[config.mk]
export PLATFORM = sky130hd
export DESIGN_NAME = multicycle_control
export DESIGN_NICKNAME = d
export VERILOG_FILES = /design/src/rtl/multicycle_control_pkg.sv /design/src/rtl/mc_alu_decode.sv /design/src/rtl/multicycle_control.sv
export SDC_FILE = /design/constraint.sdc
export NUM_CORES = 1
export LEC_CHECK = 0
export ABC_AREA = 0
export CORE_ASPECT_RATIO = 0.75
export CORE_MARGIN = 4
export CORE_UTILIZATION = 30
export DETAILED_ROUTE_END_ITERATION = 10
export MAX_ROUTING_LAYER = met4
export PLACE_DENSITY_LB_ADDON = 0.2
export REMOVE_ABC_BUFFERS = 1
export SYNTH_ARGS = -nofsm -noshare
export SYNTH_HDL_FRONTEND = slang
export SYNTH_SLANG_ARGS = --single-unit
[constraint.sdc]
create_clock -name clk -period 1.6 [get_ports clk]
set_input_delay 0.32 -clock clk [delete_from_list [all_inputs] [get_ports clk]]
set_output_delay 0.32 -clock clk [all_outputs]
set_load 0.02 [all_outputs]
[src/rtl/multicycle_control_pkg.sv]
// Shared opcode, func, ALU-op and sequencer-state encodings for the 16-bit CPU.
// Imported by multicycle_control, mc_alu_decode and the ALU.
package multicycle_control_pkg;

    localparam int WORD_SIZE = 16;

    localparam logic [3:0] BNE_OP = 4'd0;
    localparam logic [3:0] BEQ_OP = 4'd1;
    localparam logic [3:0] BGZ_OP = 4'd2;
    localparam logic [3:0] BLZ_OP = 4'd3;
    localparam logic [3:0] ADI_OP = 4'd4;
    localparam logic [3:0] ORI_OP = 4'd5;
    localparam logic [3:0] LHI_OP = 4'd6;
    localparam logic [3:0] LWD_OP = 4'd7;
    localparam logic [3:0] SWD_OP = 4'd8;
    localparam logic [3:0] JMP_OP = 4'd9;
    localparam logic [3:0] ALU_OP = 4'd15;

    localparam logic [5:0] FUNC_ADD = 6'd0;
    localparam logic [5:0] FUNC_SUB = 6'd1;
    localparam logic [5:0] FUNC_AND = 6'd2;
    localparam logic [5:0] FUNC_ORR = 6'd3;
    localparam logic [5:0] FUNC_NOT = 6'd4;
    localparam logic [5:0] FUNC_TCP = 6'd5;
    localparam logic [5:0] FUNC_SHL = 6'd6;
    localparam logic [5:0] FUNC_SHR = 6'd7;

    typedef enum logic [3:0] {
        ALU_ADD = 4'h0,
        ALU_SUB = 4'h1,
        ALU_AND = 4'h5,
        ALU_ORR = 4'h6,
        ALU_NOT = 4'h9,
        ALU_SHR = 4'hA,
        ALU_TCP = 4'hC,
        ALU_SHL = 4'hD,
        ALU_LHI = 4'hF
    } alu_op_e;

    typedef enum logic [2:0] {
        ST_IF  = 3'd0,
        ST_ID  = 3'd1,
        ST_EX  = 3'd2,
        ST_MEM = 3'd3,
        ST_WB  = 3'd4
    } mc_state_e;

    localparam logic [1:0] PC_SRC_ALU    = 2'd0;
    localparam logic [1:0] PC_SRC_ALUOUT = 2'd1;
    localparam logic [1:0] PC_SRC_JUMP   = 2'd2;

    localparam logic [1:0] SRC_B_RT   = 2'd0;
    localparam logic [1:0] SRC_B_ONE  = 2'd1;
    localparam logic [1:0] SRC_B_SEXT = 2'd2;
    localparam logic [1:0] SRC_B_ZEXT = 2'd3;

    function automatic logic is_branch(input logic [3:0] op);
        return (op == BNE_OP) || (op == BEQ_OP);
    endfunction

    function automatic logic is_mem_op(input logic [3:0] op);
        return (op == LWD_OP) || (op == SWD_OP);
    endfunction

    // BEQ branches on a taken compare, BNE on a not-taken one.
    function automatic logic branch_sense(input logic [3:0] op, input logic taken);
        return (op == BEQ_OP) ? taken : ~taken;
    endfunction

endpackage

[src/rtl/mc_alu_decode.sv]
// Combinational opcode/func to ALU-op map used in EX; also flags whether the
// instruction is one the sequencer knows how to execute.
module mc_alu_decode
    import multicycle_control_pkg::*;
(
    input  logic [3:0] opcode,
    input  logic [5:0] func,
    output logic [3:0] alu_op,
    output logic       known
);

    // Map the instruction fields to the EX-stage ALU operation.
    always_comb begin
        alu_op = ALU_ADD;
        known  = 1'b0;
        case (opcode)
            ALU_OP: begin
                case (func)
                    FUNC_ADD: begin alu_op = ALU_ADD; known = 1'b1; end
                    FUNC_SUB: begin alu_op = ALU_SUB; known = 1'b1; end
                    FUNC_AND: begin alu_op = ALU_AND; known = 1'b1; end
                    FUNC_ORR: begin alu_op = ALU_ORR; known = 1'b1; end
                    FUNC_NOT: begin alu_op = ALU_NOT; known = 1'b1; end
                    FUNC_TCP: begin alu_op = ALU_TCP; known = 1'b1; end
                    FUNC_SHL: begin alu_op = ALU_SHL; known = 1'b1; end
                    FUNC_SHR: begin alu_op = ALU_SHR; known = 1'b1; end
                    default:  begin alu_op = ALU_ADD; known = 1'b0; end
                endcase
            end
            ADI_OP, LWD_OP, SWD_OP, JMP_OP: begin
                alu_op = ALU_ADD;
                known  = 1'b1;
            end
            ORI_OP: begin
                alu_op = ALU_ORR;
                known  = 1'b1;
            end
            LHI_OP: begin
                alu_op = ALU_LHI;
                known  = 1'b1;
            end
            BNE_OP, BEQ_OP: begin
                alu_op = ALU_SUB;
                known  = 1'b1;
            end
            default: begin
                alu_op = ALU_ADD;
                known  = 1'b0;
            end
        endcase
    end

endmodule

[src/rtl/multicycle_control.sv]
// Multi-cycle IF/ID/EX/MEM/WB sequencer driving the datapath and the shared memory port.
// Optional retired-instruction counter enabled by `define MC_INST_COUNT_EN.
module multicycle_control
    import multicycle_control_pkg::*;
(
    input  logic        clk,
    input  logic        reset,
    input  logic [3:0]  opcode,
    input  logic [5:0]  func,
    input  logic        mem_ready,
    input  logic        branch_taken,
    output logic        mem_read,
    output logic        mem_write,
    output logic        i_or_d,
    output logic        ir_write,
    output logic        pc_write,
    output logic [1:0]  pc_src,
    output logic        alu_src_a,
    output logic [1:0]  alu_src_b,
    output logic [3:0]  alu_op,
    output logic        reg_write,
    output logic        reg_dst,
    output logic        mem_to_reg,
    output logic        inst_done,
    output logic [15:0] num_inst
);

    mc_state_e  state_r;
    logic [3:0] ex_alu_op_s;
    logic       inst_known_s;
    logic       take_branch_s;

    mc_alu_decode u_alu_decode (
        .opcode (opcode),
        .func   (func),
        .alu_op (ex_alu_op_s),
        .known  (inst_known_s)
    );

    assign take_branch_s = branch_sense(opcode, branch_taken);

    // Sequencer state register and next-state selection.
    always_ff @(posedge clk) begin
        if (reset) begin
            state_r <= ST_IF;
        end else begin
            case (state_r)
                ST_IF: begin
                    if (mem_ready) state_r <= ST_ID;
                    else           state_r <= ST_IF;
                end
                ST_ID: begin
                    if ((opcode == JMP_OP) || !inst_known_s) state_r <= ST_IF;
                    else                                     state_r <= ST_EX;
                end
                ST_EX: begin
                    if (is_branch(opcode))      state_r <= ST_IF;
                    else if (is_mem_op(opcode)) state_r <= ST_MEM;
                    else                        state_r <= ST_WB;
                end
                ST_MEM: begin
                    if (!mem_ready)              state_r <= ST_MEM;
                    else if (opcode == SWD_OP)   state_r <= ST_IF;
                    else                         state_r <= ST_WB;
                end
                ST_WB:   state_r <= ST_IF;
                default: state_r <= ST_IF;
            endcase
        end
    end

    // Control decode; reset forces every strobe low in the same cycle.
    always_comb begin
        mem_read   = 1'b0;
        mem_write  = 1'b0;
        i_or_d     = 1'b0;
        ir_write   = 1'b0;
        pc_write   = 1'b0;
        pc_src     = PC_SRC_ALU;
        alu_src_a  = 1'b0;
        alu_src_b  = SRC_B_RT;
        alu_op     = ALU_ADD;
        reg_write  = 1'b0;
        reg_dst    = 1'b0;
        mem_to_reg = 1'b0;
        inst_done  = 1'b0;
        if (reset) begin
            inst_done = 1'b0;
        end else begin
            case (state_r)
                ST_IF: begin
                    mem_read  = 1'b1;
                    ir_write  = mem_ready;
                    pc_write  = mem_ready;
                    alu_src_b = SRC_B_ONE;
                    alu_op    = ALU_ADD;
                end
                ST_ID: begin
                    // Branch target is precomputed into ALUOut for every opcode.
                    alu_src_b = SRC_B_SEXT;
                    alu_op    = ALU_ADD;
                    if (opcode == JMP_OP) begin
                        pc_write  = 1'b1;
                        pc_src    = PC_SRC_JUMP;
                        inst_done = 1'b1;
                    end else if (!inst_known_s) begin
                        inst_done = 1'b1;
                    end else begin
                        inst_done = 1'b0;
                    end
                end
                ST_EX: begin
                    alu_src_a = 1'b1;
                    alu_op    = ex_alu_op_s;
                    case (opcode)
                        ALU_OP:         alu_src_b = SRC_B_RT;
                        ORI_OP, LHI_OP: alu_src_b = SRC_B_ZEXT;
                        BNE_OP, BEQ_OP: begin
                            alu_src_b = SRC_B_RT;
                            inst_done = 1'b1;
                            if (take_branch_s) begin
                                pc_write = 1'b1;
                                pc_src   = PC_SRC_ALUOUT;
                            end else begin
                                pc_write = 1'b0;
                            end
                        end
                        default:        alu_src_b = SRC_B_SEXT;
                    endcase
                end
                ST_MEM: begin
                    i_or_d    = 1'b1;
                    mem_read  = (opcode == LWD_OP);
                    mem_write = (opcode == SWD_OP);
                    inst_done = mem_ready && (opcode == SWD_OP);
                end
                ST_WB: begin
                    reg_write  = 1'b1;
                    reg_dst    = (opcode == ALU_OP);
                    mem_to_reg = (opcode == LWD_OP);
                    inst_done  = 1'b1;
                end
                default: begin
                    inst_done = 1'b0;
                end
            endcase
        end
    end

`ifdef MC_INST_COUNT_EN
    logic [WORD_SIZE-1:0] num_inst_r;

    // Retired-instruction counter, wraps naturally at 16 bits.
    always_ff @(posedge clk) begin
        if (reset) begin
            num_inst_r <= 16'h0000;
        end else if (inst_done) begin
            num_inst_r <= num_inst_r + 16'h0001;
        end else begin
            num_inst_r <= num_inst_r;
        end
    end

    assign num_inst = num_inst_r;
`else
    assign num_inst = 16'h0000;
`endif

endmodule

-- Yosys cells after proc, flatten, opt, wreduce, memory -nomap -nowiden
Memories as Yosys holds them, arrays and structs flattened.
Index checks and enable logic that the tools add are counted.
- register bits: 3
- bits in writable memories: 0
- memory bits (read-only): 32
- output and inout port bits: 34
- bits of input ports: 14
- logic and storage cells: 74
- latch bits: 0
- memories kept: 1
- add/subtract/negate cells: 0
- bitwise operators: 1
- div/mod/pow operators: 0
- $lt $le $gt $ge: 0
- eq/ne operators: 12
- shift-type cells: 0
- multiply operators: 0
- mux-type cells: 47
- reductions and logical operators: 12
- memories (memory ; words ; width ; read ports ; clocked after Yosys merged registers in ; write ports ; RTL line ; text):
    (no name shown) ; 8 ; 4 ; 1 ; 0 ; 0 ; mc_alu_decode.sv:18 ; case (func)
- operators by type and width (operator ; count):
    $mux 1 ; 27
    $eq 4x3->1 const B ; 4
    $pmux 4 s4 ; 1
    $eq 4x4->1 const B ; 3
    $mux 3 ; 4
    $pmux 3 s4 ; 1
    $mux 2 ; 4
    $mux 4 ; 2
    $pmux 2 s2 ; 2
    $reduce_or 8->1 ; 1
    $eq 3x2->1 const B ; 2
    $logic_not 3->1 ; 2
    $pmux 2 s3 ; 1
    $mux 5 ; 1
    $eq 4x1->1 const B ; 1
    $logic_not 4->1 ; 1
    $pmux 1 s2 ; 2
    $pmux 1 s4 ; 1
    $reduce_or 2->1 ; 2
    $eq 3x1->1 const B ; 1
    $eq 3x3->1 const B ; 1
    $logic_or 1x1->1 ; 3
    $pmux 1 s3 ; 1
    $reduce_or 3->1 ; 1
    3 further kinds ; 3

-- Depth between registers and ports, before layout
- word-level depth: 7
- depth in mapped cells: 6
- mapped depth without buffers: 5

-- Modules after synthesis
From an unflattened synthesis, not the netlist that was laid out.
- cell total of the unflattened synthesis: 106
- area, all modules: 733.2 µm²
- modules (own cells, without submodules) (module ; sequential area each (µm²) ; cells each ; times used ; area each (µm²)):
    multicycle_control ; 60.1 ; 83 ; 1 ; 563.0
    mc_alu_decode ; 0.0 ; 23 ; 1 ; 170.2

-- Worst setup path before layout
OpenSTA, ideal clock, no wires.
- path kind: input port to output port
- start: in opcode[2]
- end: out mem_write
- data required time: 1.280 ns
- path buffers: 1
- data arrival time: 1.564 ns
- setup slack: -0.284 ns
- stages on the path: 3
- cell sequence: buf_2 or4b_1 nor3_1
- longest elaborated chain between the ends: 3
- RTL lines (element ; RTL line ; text):
    start: declaration ; multicycle_control.sv:8 ; input logic [3:0] opcode,
    $eq 4x4->1 ; multicycle_control.sv:134 ; mem_write = (opcode == SWD_OP);
    $mux 1 ; multicycle_control.sv:90 ; case (state_r)
    $mux 1 ; multicycle_control.sv:87 ; if (reset) begin
    end: declaration ; multicycle_control.sv:13 ; output logic mem_write,
No other way between the ends.

-- Worst setup path in the final report
- start: in branch_taken
- end: out pc_write
- longest elaborated chain between the ends: 6
- RTL lines (element ; RTL line ; text):
    start: declaration ; multicycle_control.sv:11 ; input logic branch_taken,
    $not 1->1 ; multicycle_control_pkg.sv:67 ; return (op == BEQ_OP) ? taken : ~taken;
    $mux 1 (*) ; multicycle_control_pkg.sv:67 ;
    $mux 1 (*) ; multicycle_control.sv:121 ; if (take_branch_s) begin
    $mux 1 (*) ; multicycle_control.sv:115 ; case (opcode)
    $pmux 1 s3 (*) ; multicycle_control.sv:90 ;
    $mux 1 (*) ; multicycle_control.sv:87 ;
    end: declaration ; multicycle_control.sv:16 ; output logic pc_write,
Mark *: on every way between the ends. The rest lies on a longest branch, timed or not.

==> flow_summary.yaml <==
synthesis:
  async_flop_share: 0
  synth_cell_types: 40
  ys.flop_type: "dfxtp_1"
  synth_edf_count: 0
  yosys_warnings: 0
  synthCells: 106
  netlist_area_sq_um: 714
  yosysSeqAreaShare: 0.0841
  syn_avg_cell_area_sq_um: 6.74
  ys_ff_latch: 3
clock_tree:
  cts_max_path_buffers: 2
  clock_sink_count: 3
  clkLatencyLatePin_ns: 0.23
  cts-htree-levels: 1
  path_clk_slew_ns: 0.03
  cts-root-buf: "clkbuf_4"
  numCtsBuffers: 3
  cts_tree: "yes"
  ctsHoldBuffers: 0
finish:
  antennaDiodeCount: 0
  layout-drive-gt1-share: 0.652
  area_growth_pct: 130
  fin_util: 0.719
  top_register: "state_r"
  final_area_sq_mm: 0.00165
  final_cells: 221
  top_regs: "state_r (3)"
  fin_nets: 203
  largest_reg_flops: 3
min_path:
  hp-class: "in -> reg"
  min_delay_worst_endpoint: "state_r[0]"
  hp-start: "opcode[0]"
  holdPathStages: 4
grt:
  grt_use_total: 0.159
  use_met2: 0.253
  use_met3: 0.0336
  grt_max_degree: 12
  grt_pass1_wl_microns: 3970
  busiest_layer: "met2"
  use_met1: 0.202
  antenna_found_initial: 0
  grt_pass1_vias: 832
  grt_overflow: 0
timing:
  finalHoldViolCount: 0
  grt_setup_unrepaired: "true"
  hold_slack_ns: 0.643
  fin_ws_ns: -0.289
  drv_slew: 0
  setup_tns_ns: -2.31
  skew_ns: 0.00542
  fin_crit_sh: 1.18
  fmax_mhz: 529
  finalSetupViolations: 16
  min_period_ns: 1.89
detailed_routing:
  drt-total-wl_microns: 3220
  drc: 0
  drt-vias-per-instance: 4.82
  wl_per_cell_microns: 14.6
  first_iter_violations: 36
  via_count: 1065
  drt_pass1_iterations: 4
  ant_nets: 0
placement:
  dp_slack_ns: -1.21
  dp.final_hpwl_microns: 1910
  portBuffers: 31
  placedCellCount: 196
  placed_area_sq_mm: 0.00122
  gp_congestion: 0.923
setup_path:
  path_buf_inv: 2
  cp_data_arrival_time_ns: 1.57
  cp-start-kind: "input pin"
  slowest_stage: "or4_4"
  r2r_slack_ns: 0.27
  cp_max_fo: 2
  r2r-start: "state_r[2]"
  rr_endpoint: "state_r[1]"
  critPathRequiredTime_ns: 1.28
  reg2reg_depth: 3
  cp_slowest_stage_delay_ns: 0.52
  crit_type: "in -> out"
  path_cells: "dlygate4sd2_1 -> xor2_1 -> or4_4 -> o21a_1 -> nor2_2 -> buf_6"
  crit_path_end_kind: "output port"
  crit_family: "simple AND/OR/NAND/NOR gates"
outcome:
  violations: "setup timing"
  status: "complete, but fails checks"
die:
  rows: 15
  pin_count: 48
  die_x_microns: 64.4
  die_h_microns: 50.3
  core_sq_mm: 0.00229
  fp.dieArea_sq_mm: 0.00323
  initial_core_util: 0.312
power_and_ir_drop:
  power.total_mw: 0.592
  leakage_nw: 0.764
  p_per_area_mw_per_mm2: 359
  peakVddDrop_uv: 349
run:
  cap_viol_max_count: 0
-- tightest hold or removal path, stage by stage --
cell and delay, ns:
buf_4 0.15, or4b_4 0.16, buf_4 0.11, a31oi_1 0.08
-- how the worst max path moves through the flow --
stage	startpoint	slack [ns]	cells past startpoint	to
after floorplan	opcode[2]	-0.24	4	pc_write
after global placement	opcode[2]	-1.18	6	pc_write
after detailed placement	opcode[0]	-1.21	5	inst_done
after CTS	opcode[1]	-0.30	6	pc_write
after global routing	branch_taken	-0.37	6	pc_write
final	branch_taken	-0.29	6	pc_write
-- cell usage in the layout, fill, tap and decap left out, drive strengths merged, types with 2 or more instances in the layout --
cell type    count
a211oi           2
clkbuf           6
dfxtp            3
dlygate4sd2      6
buf             76
nor2b            3
nor2            13
nand3            3
nor3             3
nand2b           3
o32ai            2
conb            16
inv              2
nand2           13
a21oi            6
o211ai           3
nand4b           2
o41ai            2
xor2             3
-- report_power, final --
group	switching (mW)	leakage (nW)	internal [mW]
Clock	0.0387	0.0150	0.0934
Combinational	0.195	0.723	0.183
Sequential	0.00421	0.0264	0.0769
-- kinds of logic (layout without fill, tap and decap cells) --
| family | count (synthesis) | count (layout) | synth area share |
|---|---|---|---|
| flip-flops | 3 | 3 | 0.0841 |
| XOR/XNOR | 3 | 3 | 0.0368 |
| buffers and inverters | 25 | 91 | 0.222 |
| multiplexers | 2 | 2 | 0.0298 |
| adder cells (fa/ha/maj) | 1 | 1 | 0.0175 |
| AND/OR/NAND/NOR | 49 | 49 | 0.373 |
| AO/OA/AOI/OAI | 22 | 22 | 0.231 |
| other | 1 | 16 | 0.00525 |
-- area by class of cell --
type / count / area, sq um
clock buffer: 4 / 26.3
fill: 167 / 643
inverter: 2 / 7.51
multi-input combinational: 93 / 752
sequential: 3 / 68.8
tap: 34 / 42.5
timing repair buffer: 85 / 749
-- per-layer routing --
metal  part of all wire  wire (microns)
met1               0.43            1370
met5                  0               0
met3              0.064             205
met2               0.50            1600
met4              0.013              43
-- cell usage after synthesis (2+ instances only) --
cell type | number | area [sq um]
nand3_1 | 3 | 15.0
nor2b_1 | 3 | 18.8
clkbuf_1 | 3 | 11.3
dfxtp_1 | 3 | 60.1
nor2_1 | 12 | 45.0
xor2_1 | 3 | 26.3
buf_2 | 4 | 20.0
nor3_1 | 3 | 15.0
inv_1 | 2 | 7.51
a211oi_1 | 2 | 15.0
buf_4 | 16 | 120
nand2b_1 | 3 | 18.8
o211ai_1 | 3 | 22.5
nand2_1 | 13 | 48.8
o32ai_1 | 2 | 17.5
nand4b_1 | 2 | 17.5
a21oi_1 | 6 | 30.0
-- what timing repair did --
item / in CTS / in global routing
pin swaps: 13 / 16
resized for setup: 145 / 60
buffers inserted: 6 / 17
setup endpoints to repair: 20 / 19
No activity file was read; power rests on OpenSTA's default activity.
